<file path="config.mk">
export PLATFORM = sky130hd
export DESIGN_NAME = csla_sub_pipe
export DESIGN_NICKNAME = d
export VERILOG_FILES = /design/src/rtl/csla_pkg.sv /design/src/rtl/csla_slice.sv /design/src/rtl/csla_sub_pipe.sv
export SDC_FILE = /design/constraint.sdc
export NUM_CORES = 1
export LEC_CHECK = 0
export CAP_MARGIN = 20
export CORE_ASPECT_RATIO = 1.25
export CORE_MARGIN = 5
export CORE_UTILIZATION = 47
export DETAILED_ROUTE_END_ITERATION = 8
export HOLD_SLACK_MARGIN = 0.15
export PLACE_DENSITY_LB_ADDON = 0.3
export SYNTH_ARGS = -nofsm -noshare
export SYNTH_HDL_FRONTEND = slang
export SYNTH_HIERARCHICAL = 1
export SYNTH_SLANG_ARGS = --single-unit
</file>
<file path="constraint.sdc">
create_clock -name clk -period 5.7 [get_ports clk]
set_input_delay 0.57 -clock clk [delete_from_list [all_inputs] [get_ports clk]]
set_output_delay 0.57 -clock clk [all_outputs]
set_load 0.01 [all_outputs]
</file>
<file path="src/rtl/csla_pkg.sv">
// Shared carry-select helpers: slice width, slice type and the
// binary-to-excess-one converter used to form the cin=1 alternate.
package csla_pkg;

   localparam int SLICE_W = 4;

   typedef logic [SLICE_W-1:0] slice_t;

   // {carry, x + 1} built as a toggle chain rather than a full adder
   function automatic logic [SLICE_W:0] bec4(input slice_t x);
      logic [SLICE_W:0] r;
      logic t;
      t = 1'b1;
      for (int i = 0; i < SLICE_W; i++) begin
         r[i] = x[i] ^ t;
         t    = t & x[i];
      end
      r[SLICE_W] = t;
      return r;
   endfunction

endpackage

</file>
<file path="src/rtl/csla_slice.sv">
// One carry-select slice: 4-bit CLA with cin=0, BEC for the cin=1
// alternate, and the select mux driven by the incoming carry.
module csla_slice
   import csla_pkg::*;
(
   input  slice_t a,
   input  slice_t b,
   input  logic   cin_sel,
   output slice_t s,
   output logic   cout
);

   slice_t           g;
   slice_t           p;
   slice_t           sum0;
   slice_t           sum1;
   logic             co0;
   logic             co1;
   logic [SLICE_W:0] bec;
   logic [3:1]       c;

   always_comb begin
      g    = a & b;
      p    = a ^ b;
      c[1] = g[0];
      c[2] = g[1] | (p[1] & g[0]);
      c[3] = g[2] | (p[2] & g[1]) | (p[2] & p[1] & g[0]);
      co0  = g[3] | (p[3] & g[2]) | (p[3] & p[2] & g[1])
           | (p[3] & p[2] & p[1] & g[0]);
      sum0 = p ^ {c[3], c[2], c[1], 1'b0};
      bec  = bec4(sum0);
      sum1 = bec[SLICE_W-1:0];
      // cin=1 carries out if cin=0 already did or sum0 is all ones
      co1  = co0 | bec[SLICE_W];
      s    = cin_sel ? sum1 : sum0;
      cout = cin_sel ? co1 : co0;
   end

endmodule

</file>
<file path="src/rtl/csla_sub_pipe.sv">
// Two-stage carry-select subtractor (a + ~b + 1) with valid/ready
// flow control and borrow/zero/overflow flags.
module csla_sub_pipe
   import csla_pkg::*;
#(
   parameter int WIDTH = 16,
   parameter int SLICE = 4
) (
   input  logic             clk,
   input  logic             rst,
   input  logic             in_valid,
   output logic             in_ready,
   input  logic [WIDTH-1:0] a,
   input  logic [WIDTH-1:0] b,
   output logic             out_valid,
   input  logic             out_ready,
   output logic [WIDTH-1:0] diff,
   output logic             borrow,
   output logic             zero,
   output logic             ovf
);

   localparam int LO_W = WIDTH / 2;
   localparam int HI_W = WIDTH - LO_W;
   localparam int N_LO = LO_W / SLICE;
   localparam int N_HI = HI_W / SLICE;

   logic [WIDTH-1:0] nb;
   logic [LO_W-1:0]  lo_sum;
   logic [HI_W-1:0]  hi_sum;
   logic [N_LO:0]    c_lo;
   logic [N_HI:0]    c_hi;
   logic [WIDTH-1:0] full;
   logic             s1_adv;
   logic             s2_adv;

   logic             s1_valid_q, s1_valid_d;
   logic [LO_W-1:0]  lo_q, lo_d;
   logic             c_lo_q, c_lo_d;
   logic [HI_W-1:0]  a_hi_q, a_hi_d;
   logic [HI_W-1:0]  nb_hi_q, nb_hi_d;
   logic             a_sgn_q, a_sgn_d;
   logic             b_sgn_q, b_sgn_d;

   logic             out_valid_q, out_valid_d;
   logic [WIDTH-1:0] diff_q, diff_d;
   logic             borrow_q, borrow_d;
   logic             zero_q, zero_d;
   logic             ovf_q, ovf_d;

   assign nb      = ~b;
   assign c_lo[0] = 1'b1;
   assign c_hi[0] = c_lo_q;

   for (genvar g = 0; g < N_LO; g++) begin : g_lo
      csla_slice u_slice (
         .a       (a[g*SLICE_W +: SLICE_W]),
         .b       (nb[g*SLICE_W +: SLICE_W]),
         .cin_sel (c_lo[g]),
         .s       (lo_sum[g*SLICE_W +: SLICE_W]),
         .cout    (c_lo[g+1])
      );
   end

   for (genvar g = 0; g < N_HI; g++) begin : g_hi
      csla_slice u_slice (
         .a       (a_hi_q[g*SLICE_W +: SLICE_W]),
         .b       (nb_hi_q[g*SLICE_W +: SLICE_W]),
         .cin_sel (c_hi[g]),
         .s       (hi_sum[g*SLICE_W +: SLICE_W]),
         .cout    (c_hi[g+1])
      );
   end

   assign full   = {hi_sum, lo_q};
   assign s2_adv = !out_valid_q || out_ready;
   assign s1_adv = !s1_valid_q || s2_adv;

   always_comb begin
      s1_valid_d  = s1_valid_q;
      lo_d        = lo_q;
      c_lo_d      = c_lo_q;
      a_hi_d      = a_hi_q;
      nb_hi_d     = nb_hi_q;
      a_sgn_d     = a_sgn_q;
      b_sgn_d     = b_sgn_q;
      out_valid_d = out_valid_q;
      diff_d      = diff_q;
      borrow_d    = borrow_q;
      zero_d      = zero_q;
      ovf_d       = ovf_q;
      if (s1_adv) begin
         s1_valid_d = in_valid;
         if (in_valid) begin
            lo_d    = lo_sum;
            c_lo_d  = c_lo[N_LO];
            a_hi_d  = a[WIDTH-1:LO_W];
            nb_hi_d = nb[WIDTH-1:LO_W];
            a_sgn_d = a[WIDTH-1];
            b_sgn_d = b[WIDTH-1];
         end
      end
      if (s2_adv) begin
         out_valid_d = s1_valid_q;
         if (s1_valid_q) begin
            diff_d   = full;
            borrow_d = ~c_hi[N_HI];
            zero_d   = (full == '0);
            ovf_d    = (a_sgn_q != b_sgn_q) && (full[WIDTH-1] != a_sgn_q);
         end
      end
   end

   always_ff @(posedge clk) begin
      if (rst) begin
         s1_valid_q  <= 1'b0;
         lo_q        <= '0;
         c_lo_q      <= 1'b0;
         a_hi_q      <= '0;
         nb_hi_q     <= '0;
         a_sgn_q     <= 1'b0;
         b_sgn_q     <= 1'b0;
         out_valid_q <= 1'b0;
         diff_q      <= '0;
         borrow_q    <= 1'b0;
         zero_q      <= 1'b0;
         ovf_q       <= 1'b0;
      end else begin
         s1_valid_q  <= s1_valid_d;
         lo_q        <= lo_d;
         c_lo_q      <= c_lo_d;
         a_hi_q      <= a_hi_d;
         nb_hi_q     <= nb_hi_d;
         a_sgn_q     <= a_sgn_d;
         b_sgn_q     <= b_sgn_d;
         out_valid_q <= out_valid_d;
         diff_q      <= diff_d;
         borrow_q    <= borrow_d;
         zero_q      <= zero_d;
         ovf_q       <= ovf_d;
      end
   end

   assign in_ready  = s1_adv;
   assign out_valid = out_valid_q;
   assign diff      = diff_q;
   assign borrow    = borrow_q;
   assign zero      = zero_q;
   assign ovf       = ovf_q;

endmodule

</file>
== Word-level counts from Yosys, hierarchy flattened ==
Cells that the tools add are included.
Storage, ports and cells
  bits of input ports: 36
  register bits after elaboration: 48
  output and inout port bits: 21
Operators by class
  bitwise logic cells: 106
  reductions and logical operators: 8
  eq/ne operators: 2
  mux-type cells: 6
Operator list (count)
  1-bit AND: 48
  4-bit XOR: 8
  1-bit OR: 28
  4-bit AND: 4
  16-bit logical NOT: 1
  16-bit inverter: 1
  4-bit two-way mux: 3
  1-bit XOR: 12
  1-bit inverter: 5
  2-bit AND reduction: 2
  1-bit two-way mux: 3
  1-bit logical NOT: 2
  1-bit logical OR: 2
  1-bit != test: 2
  1-bit logical AND: 1

== Depth between registers and ports, before layout ==
Gate-level depths: netlist of the first run.
  word-level depth: 13
  mapped depth: 12

== By module ==
Netlist of the first run, hierarchy kept.
By module, submodules not included
  csla_sub_pipe: times used 1, cells each 221, area an instance 1876.8 um2
  csla_slice: times used 4, cells each 22, area an instance 224.0 um2

== Worst setup path before layout of the first run ==
Ideal clock, no wire load.
  path type: flip-flop to flip-flop
  start point: register a_hi_q[0]
  end point: register ovf_q (netlist: ovf)
  buffers on the path: 1
  cell stages (with the launch flop): 12
  setup time: 0.091 ns
  clock period less this slack: 2.752 ns
  data arrival time: 2.661 ns
  setup slack: 2.948 ns
  cells stage by stage: dfxtp_1 -> ha_1 -> fa_1 -> ha_1 -> ha_1 -> ha_1 -> a211o_1 -> buf_2 -> o31ai_2 -> and3b_1 -> a21oi_1 -> a311oi_1
On the way
  longest elaborated chain between the ends: 11
Ends and longest elaborated chain
  from (decl): RTL line csla_sub_pipe.sv:40  | logic [HI_W-1:0] a_hi_q, a_hi_d;
  from (signal assigned): RTL line csla_sub_pipe.sv:132  | a_hi_q <= a_hi_d;
  4-bit AND: RTL line csla_slice.sv:23  | g = a & b;
  1-bit AND: RTL line csla_slice.sv:26  | c[2] = g[1] | (p[1] & g[0]);
  1-bit OR: RTL line csla_slice.sv:26
  4-bit XOR: RTL line csla_slice.sv:30  | sum0 = p ^ {c[3], c[2], c[1], 1'b0};
  1-bit AND (2 in series): RTL line csla_pkg.sv:16  | t = t & x[i];
  1-bit OR: RTL line csla_slice.sv:34  | co1 = co0 | bec[SLICE_W];
  1-bit two-way mux (*): RTL line csla_slice.sv:36  | cout = cin_sel ? co1 : co0;
  named net c_hi[1]: RTL line csla_sub_pipe.sv:32  | logic [N_HI:0] c_hi;
  4-bit two-way mux (*): RTL line csla_slice.sv:35  | s = cin_sel ? sum1 : sum0;
  named net full[15]: RTL line csla_sub_pipe.sv:33  | logic [WIDTH-1:0] full;
  1-bit != test (*): RTL line csla_sub_pipe.sv:109  | ovf_d = (a_sgn_q != b_sgn_q) && (full[WIDTH-1] != a_sgn_q);
  1-bit logical AND (*): RTL line csla_sub_pipe.sv:109
  to (signal assigned): RTL line csla_sub_pipe.sv:140  | ovf_q <= ovf_d;
  to (decl): RTL line csla_sub_pipe.sv:49  | logic ovf_q, ovf_d;
Mark *: on every way through the listed nets, which the timed path passes. The rest lies on a longest branch.
A chain may end at the register's enable or synchronous reset.

== Final worst setup path of the first run ==
  start point: register s1_valid_q
  end point: output port in_ready
On the way
  longest elaborated chain between the ends: 2
Ends and longest elaborated chain
  from (decl): RTL line csla_sub_pipe.sv:37  | logic s1_valid_q, s1_valid_d;
  from (signal assigned): RTL line csla_sub_pipe.sv:129  | s1_valid_q <= s1_valid_d;
  1-bit logical NOT: RTL line csla_sub_pipe.sv:77  | assign s1_adv = !s1_valid_q || s2_adv;
  1-bit logical OR: RTL line csla_sub_pipe.sv:77
  to (decl): RTL line csla_sub_pipe.sv:12  | output logic in_ready,
No other way between the ends.

==> results.tsv, run 1 <==
metric	value	unit
ir_drop	115	uV
whs_path_depth	2	
p_per_area	239	nW/um^2
drtPass1Iterations	4	
synth_edf_count	0	
timing.final.crit_share	59.9	%
crit_required	5.13	ns
die_h	95.9	microns
critPathSlowestCell	dfxtp_1	
cts_sinks	47	
fillCellCount	506	
ios	57	
postSynthCellCount	309	
antenna_found_initial	0	
vias	2349	
cts_buffers	5	
seqCellArea	941	sq um
worstMarginPinSlew	0.887	ns
final_area	3430	sq um
crit_path_max_incr_delay	0.78	ns
num_rows	31	
viasPerCell	5.65	
coreArea	5780	sq um
ys.flop_type	dfxtp_1	
placed_area	3310	sq um
antenna_left	0	
portBuffers	56	
r2r_cells	10	
netlist-cell-type-count	35	
nets	417	
syn_to_final_growth	23.6	%
holdWs	0.476	ns
wirelength	5890	microns
final_cell_mix	clkdlybuf4s50_1, a21oi_1, dfxtp_1	
gp_congestion	0.779	
max_freq	293	MHz
crit_path_cell_trace	and3b_1 > inv_2 > clkdlybuf4s50_1	
worst-setup-path-type	reg2out	
p_leak	0.00138	uW
setup_tns	0	ns
die_width	78.7	microns
clk_pin_slew	0.09	ns
r2r-end	ovf	
rsz0062_at_grt	no	
grt_pass1_vias	2290	
r2r_setup_slack	2.65	ns
tritoncts	done	
period_needed	3.41	ns
min_to	diff[8]	
arrival	2.84	ns
grt_max_degree	49	
path_buf_inv	2	
die_area	7550	sq um
status	completed	
r2r_start	a_hi_q[0]	
fin_ws	2.29	ns
hold_violations	0	
clockBufferDepth	2	
synth.avg_cell_area	8.97	sq um
fin_cells	416	
first_iter_violations	156	
hp-start	diff[8]	
multi_input_area	1660	sq um
post-place-ws	2.38	ns
final_common_cell	clkdlybuf4s50_1	
yosys_warnings	6	
post-route-drc-count	0	
hold_path.class	reg2reg	
insertion_delay	0.30	ns
syn_area	2770	sq um
drive_above_1_share	13.1	%
grt_pass1_wl	10100	microns
slew_headroom	40.7	%
root_buffer	clkbuf_8	
startpoint_type	flip-flop	
critical_path.startpoint	s1_valid_q	
worst-path-max-fanout	27	
gr-usage-all-layers	16.5	%
placed_cells	408	
hpwlAfterDp	4390	microns
ys_async_sr_fraction	0	%
slew_violations	0	
synth-seq-area-share	33.9	%
diodes	0	
synth_nets	377	
grt_overflow	0	
ctsHoldBuffers	0	
ys_seq_elements	47	
drv_cap	0	
cts.repair.resized	0	
ctsHtreeMaxLevel	2	
post_cts.repair.setup_buffers	0	
cp-end-kind	primary output	
start_util	48.0	%
skew	0.00375	ns
finalSetupViolCount	0	
wire_per_inst	14.1	microns
crit_family	buffers and inverters	
worst max-delay path by stage:
stage	endpoint	slack (ns)	cells past startpoint
after floorplan	ovf	2.95	11
after global placement	lo_q[5]	2.43	11
after detailed placement	lo_q[5]	2.38	11
after CTS	in_ready	2.28	3
after global routing	in_ready	2.09	3
final	in_ready	2.29	3
registers in the layout, summed over array words and instances (netlist names), 8 cells and up:
register and cells:
nb_hi_q 8, a_hi_q 8, diff 16, lo_q 8
kinds of logic after synthesis:
logic type,Yosys count,synth area share [%]
adder cells (fa/ha/maj),32,15.5
XOR/XNOR,8,2.53
AND/OR/NAND/NOR,65,13.8
buffers and inverters,39,6.27
AO/OA/AOI/OAI,109,24.5
multiplexers,8,3.25
other,1,0.135
flip-flops,47,33.9
cell type report:
type                            count  share of cell area, %
Tap cell                           66                   2.41
Clock inverter                      2                   1.13
Multi-Input combinational cell    223                   48.4
Timing Repair Buffer               57                   16.6
Inverter                           15                   1.64
Clock buffer                        6                   2.41
Sequential cell                    47                   27.5
worst register-to-register path: stages (launching register included):
cell and delay, ns:
dfxtp_1 0.34, ha_1 0.24, fa_1 0.47, ha_1 0.20, ha_1 0.19, ha_1 0.18, a211o_1 0.39, o31ai_2 0.43
and3b_1 0.21, a21oi_1 0.04, a311oi_1 0.26
where the power goes:
| part | total (uW) | leakage, uW | internal (uW) | switching (uW) |
|---|---|---|---|---|
| Combinational | 194 | 0.000933 | 101 | 92.9 |
| Clock | 257 | 0.0000618 | 144 | 112 |
| Sequential | 368 | 0.000386 | 350 | 18.2 |
| Total | 818 | 0.00138 | 595 | 223 |
cell usage after synthesis (all sizes together), types with 7 or more instances:
cell type  count  share of area, %
dfxtp         47                34
ha            28                13
nor2           7               1.2
o21ai         37               6.7
clkbuf        11               1.7
a211oi         7               3.2
xor2           8               2.5
mux2           8               3.2
a21oi         55                11
inv           15               2.0
buf           13               2.6
nand3         39               7.8
routing by layer:
metal  routed length (microns)  vias up  track usage (%)
li1                          -     1196                -
met1                      2590     1097             19.3
met2                      2950       52             30.0
met3                       235        4             2.72
met4                       102        0             6.56
met5                         0        -                0
metrics by stage:
step                utilization, %  total power [uW]
CTS                           59.3               827
global placement              57.2               564
finish                        59.3               818
detailed placement            57.2               570
floorplan                        -               504
global route                  59.3               866
No activity file was read; power rests on OpenSTA's default activity.
==> run 2: changes to the inputs <==
clock period = 3.28 ns   (was 5.7 ns; I/O delays follow)
==> run 2 against run 1 <==
  * First-iteration DRC count down 11%
  * Clock skew up 0.0022 ns
  * Register-to-register slack worse by 2.3 ns
  * Critical path depth increased by 7
  * Final cell count increased by 0.72%
  * Clock power rose by 43%
  * Core utilization unchanged
  * Critical endpoint is now ovf
  * Combinational power grew 77%
==> results.tsv, run 2 (same netlist as run 1, synthesis figures left out) <==
metric	value	unit	change
vias	2405		was 2349
ir_drop	170	uV	was 115 uV
num_rows	31		unchanged
diodes	0		unchanged
critPathSlowestCell	fa_1		was dfxtp_1
post-route-drc-count	0		unchanged
crit_required	3.49	ns	was 5.13 ns
final_cell_mix	clkdlybuf4s50_1, a21oi_1, dfxtp_1		unchanged
root_buffer	clkbuf_8		unchanged
post_cts.repair.setup_buffers	0		unchanged
viasPerCell	5.74		was 5.65
grt_overflow	0		unchanged
period_needed	2.94	ns	
max_freq	340	MHz	
wirelength	5940	microns	was 5890 microns
cts.repair.resized	0		unchanged
insertion_delay	0.30	ns	about the same
drv_cap	0		unchanged
placed_cells	411		was 408
grt_pass1_vias	2253		was 2290
slew_violations	0		unchanged
clk_pin_slew	0.09	ns	about the same
min_to	diff[13]		was diff[8]
r2r_setup_slack	0.34	ns	was 2.65 ns
startpoint_type	flip-flop		unchanged
arrival	3.16	ns	was 2.84 ns
nets	420		was 417
worstMarginPinSlew	0.762	ns	was 0.887 ns
hold_path.class	reg2reg		unchanged
tritoncts	done		unchanged
drtPass1Iterations	7		was 4
drive_above_1_share	13.9	%	was 13.1%
ios	57		unchanged
clockBufferDepth	2		unchanged
syn_to_final_growth	23.6	%	unchanged
cts_buffers	5		unchanged
antenna_found_initial	0		unchanged
status	completed		unchanged
hold_violations	0		unchanged
grt_max_degree	30		was 49
fin_cells	419		was 416
whs_path_depth	2		unchanged
gr-usage-all-layers	16.3	%	was 16.5%
cp-end-kind	flip-flop		was primary output
coreArea	5780	sq um	unchanged
cts_sinks	47		unchanged
first_iter_violations	139		was 156
timing.final.crit_share	89.8	%	
hp-start	diff[13]		was diff[8]
setup_tns	0	ns	unchanged
antenna_left	0		unchanged
start_util	48.0	%	unchanged
gp_congestion	0.808		was 0.779
cpMostUsedCell	ha_1		
p_leak	0.00138	uW	about the same
fillCellCount	512		was 506
largest_reg_flops	16		unchanged
rsz0062_at_grt	no		unchanged
ctsHoldBuffers	0		unchanged
ctsHtreeMaxLevel	2		unchanged
skew	0.00590	ns	was 0.00375 ns
crit_path_max_incr_delay	0.47	ns	was 0.78 ns
die_width	78.7	microns	unchanged
slew_headroom	49.1	%	was 40.7%
worst-setup-path-type	reg2reg		was reg2out
worst-path-max-fanout	6		was 27
r2r_start	a_hi_q[0]		unchanged
final_common_cell	clkdlybuf4s50_1		unchanged
hpwlAfterDp	4540	microns	was 4390 microns
grt_pass1_wl	9970	microns	was 10100 microns
wire_per_inst	14.2	microns	was 14.1 microns
portBuffers	56		unchanged
die_h	95.9	microns	unchanged
r2r-end	ovf		unchanged
die_area	7550	sq um	unchanged
r2r_cells	10		unchanged
finalSetupViolCount	0		unchanged
crit_path_cell_trace	ha_1 > fa_1 > ha_1 > ha_1 > ha_1 > a211o_1 > o31ai_2 > and3b_1 > a21oi_1 > a311oi_1		was and3b_1 > inv_2 > clkdlybuf4s50_1
p_per_area	393	nW/um^2	was 239 nW/um^2
==> run 2: power breakdown <==
part	total (uW)	switching [uW]	internal (uW)	leakage, uW
logic	343	166	176	0.000948
clock network	367	195	172	0.0000474
registers	636	27.8	608	0.000386
total	1350	389	956	0.00138
==> run 2: cell type report <==
| type | count | area (sq um) | share of cell area [%] |
|---|---|---|---|
| repair buffers | 60 | 591 | 17.2 |
| well taps | 66 | 82.6 | 2.41 |
| inverters | 15 | 56.3 | 1.64 |
| multi-input cells | 223 | 1660 | 48.4 |
| clock inverters | 2 | 16.3 | 0.475 |
| flip-flops and latches | 47 | 941 | 27.5 |
| clock buffers | 6 | 82.6 | 2.41 |
==> run 2: worst max-delay path by stage <==
stage	slack (ns)	end	cells after the start	from
finish	0.34	ovf	10	a_hi_q[0]
detailed placement	0.20	lo_q[6]	11	b[0]
global placement	0.26	lo_q[5]	11	b[0]
global route	0.17	ovf	10	a_hi_q[0]
floorplan	0.53	ovf	11	a_hi_q[0]
CTS	0.32	ovf	10	a_hi_q[0]
==> run 2: critical path: cells and delay by family (launching register included) <==
| kind | cells | cell delay [ns] |
|---|---|---|
| simple gates | 1 | 0.20 |
| flops | 1 | 0.32 |
| compound gates | 4 | 1.07 |
| fa+ha+maj | 5 | 1.26 |
==> run 2: metrics by stage <==
step,area [sq um],power [uW],hold slack (ns),utilization (%),worst slack (ns)
2_1_floorplan,2770,876,0.421,-,0.528
3_3_place_gp,3330,982,0.465,57.6,0.255
3_5_place_dp,3330,993,0.469,57.6,0.203
4_1_cts,3430,1350,0.481,59.3,0.318
5_1_grt,3430,1420,0.498,59.3,0.167
6_report,3430,1350,0.476,59.3,0.336
==> run 2: per-layer routing <==
| layer | track usage (%) | routed length (microns) | share of wire, % |
|---|---|---|---|
| met5 | 0 | 0 | 0 |
| met4 | 5.25 | 115 | 1.9 |
| met3 | 3.46 | 359 | 6.0 |
| met2 | 29.5 | 2930 | 49 |
| met1 | 19.1 | 2530 | 43 |
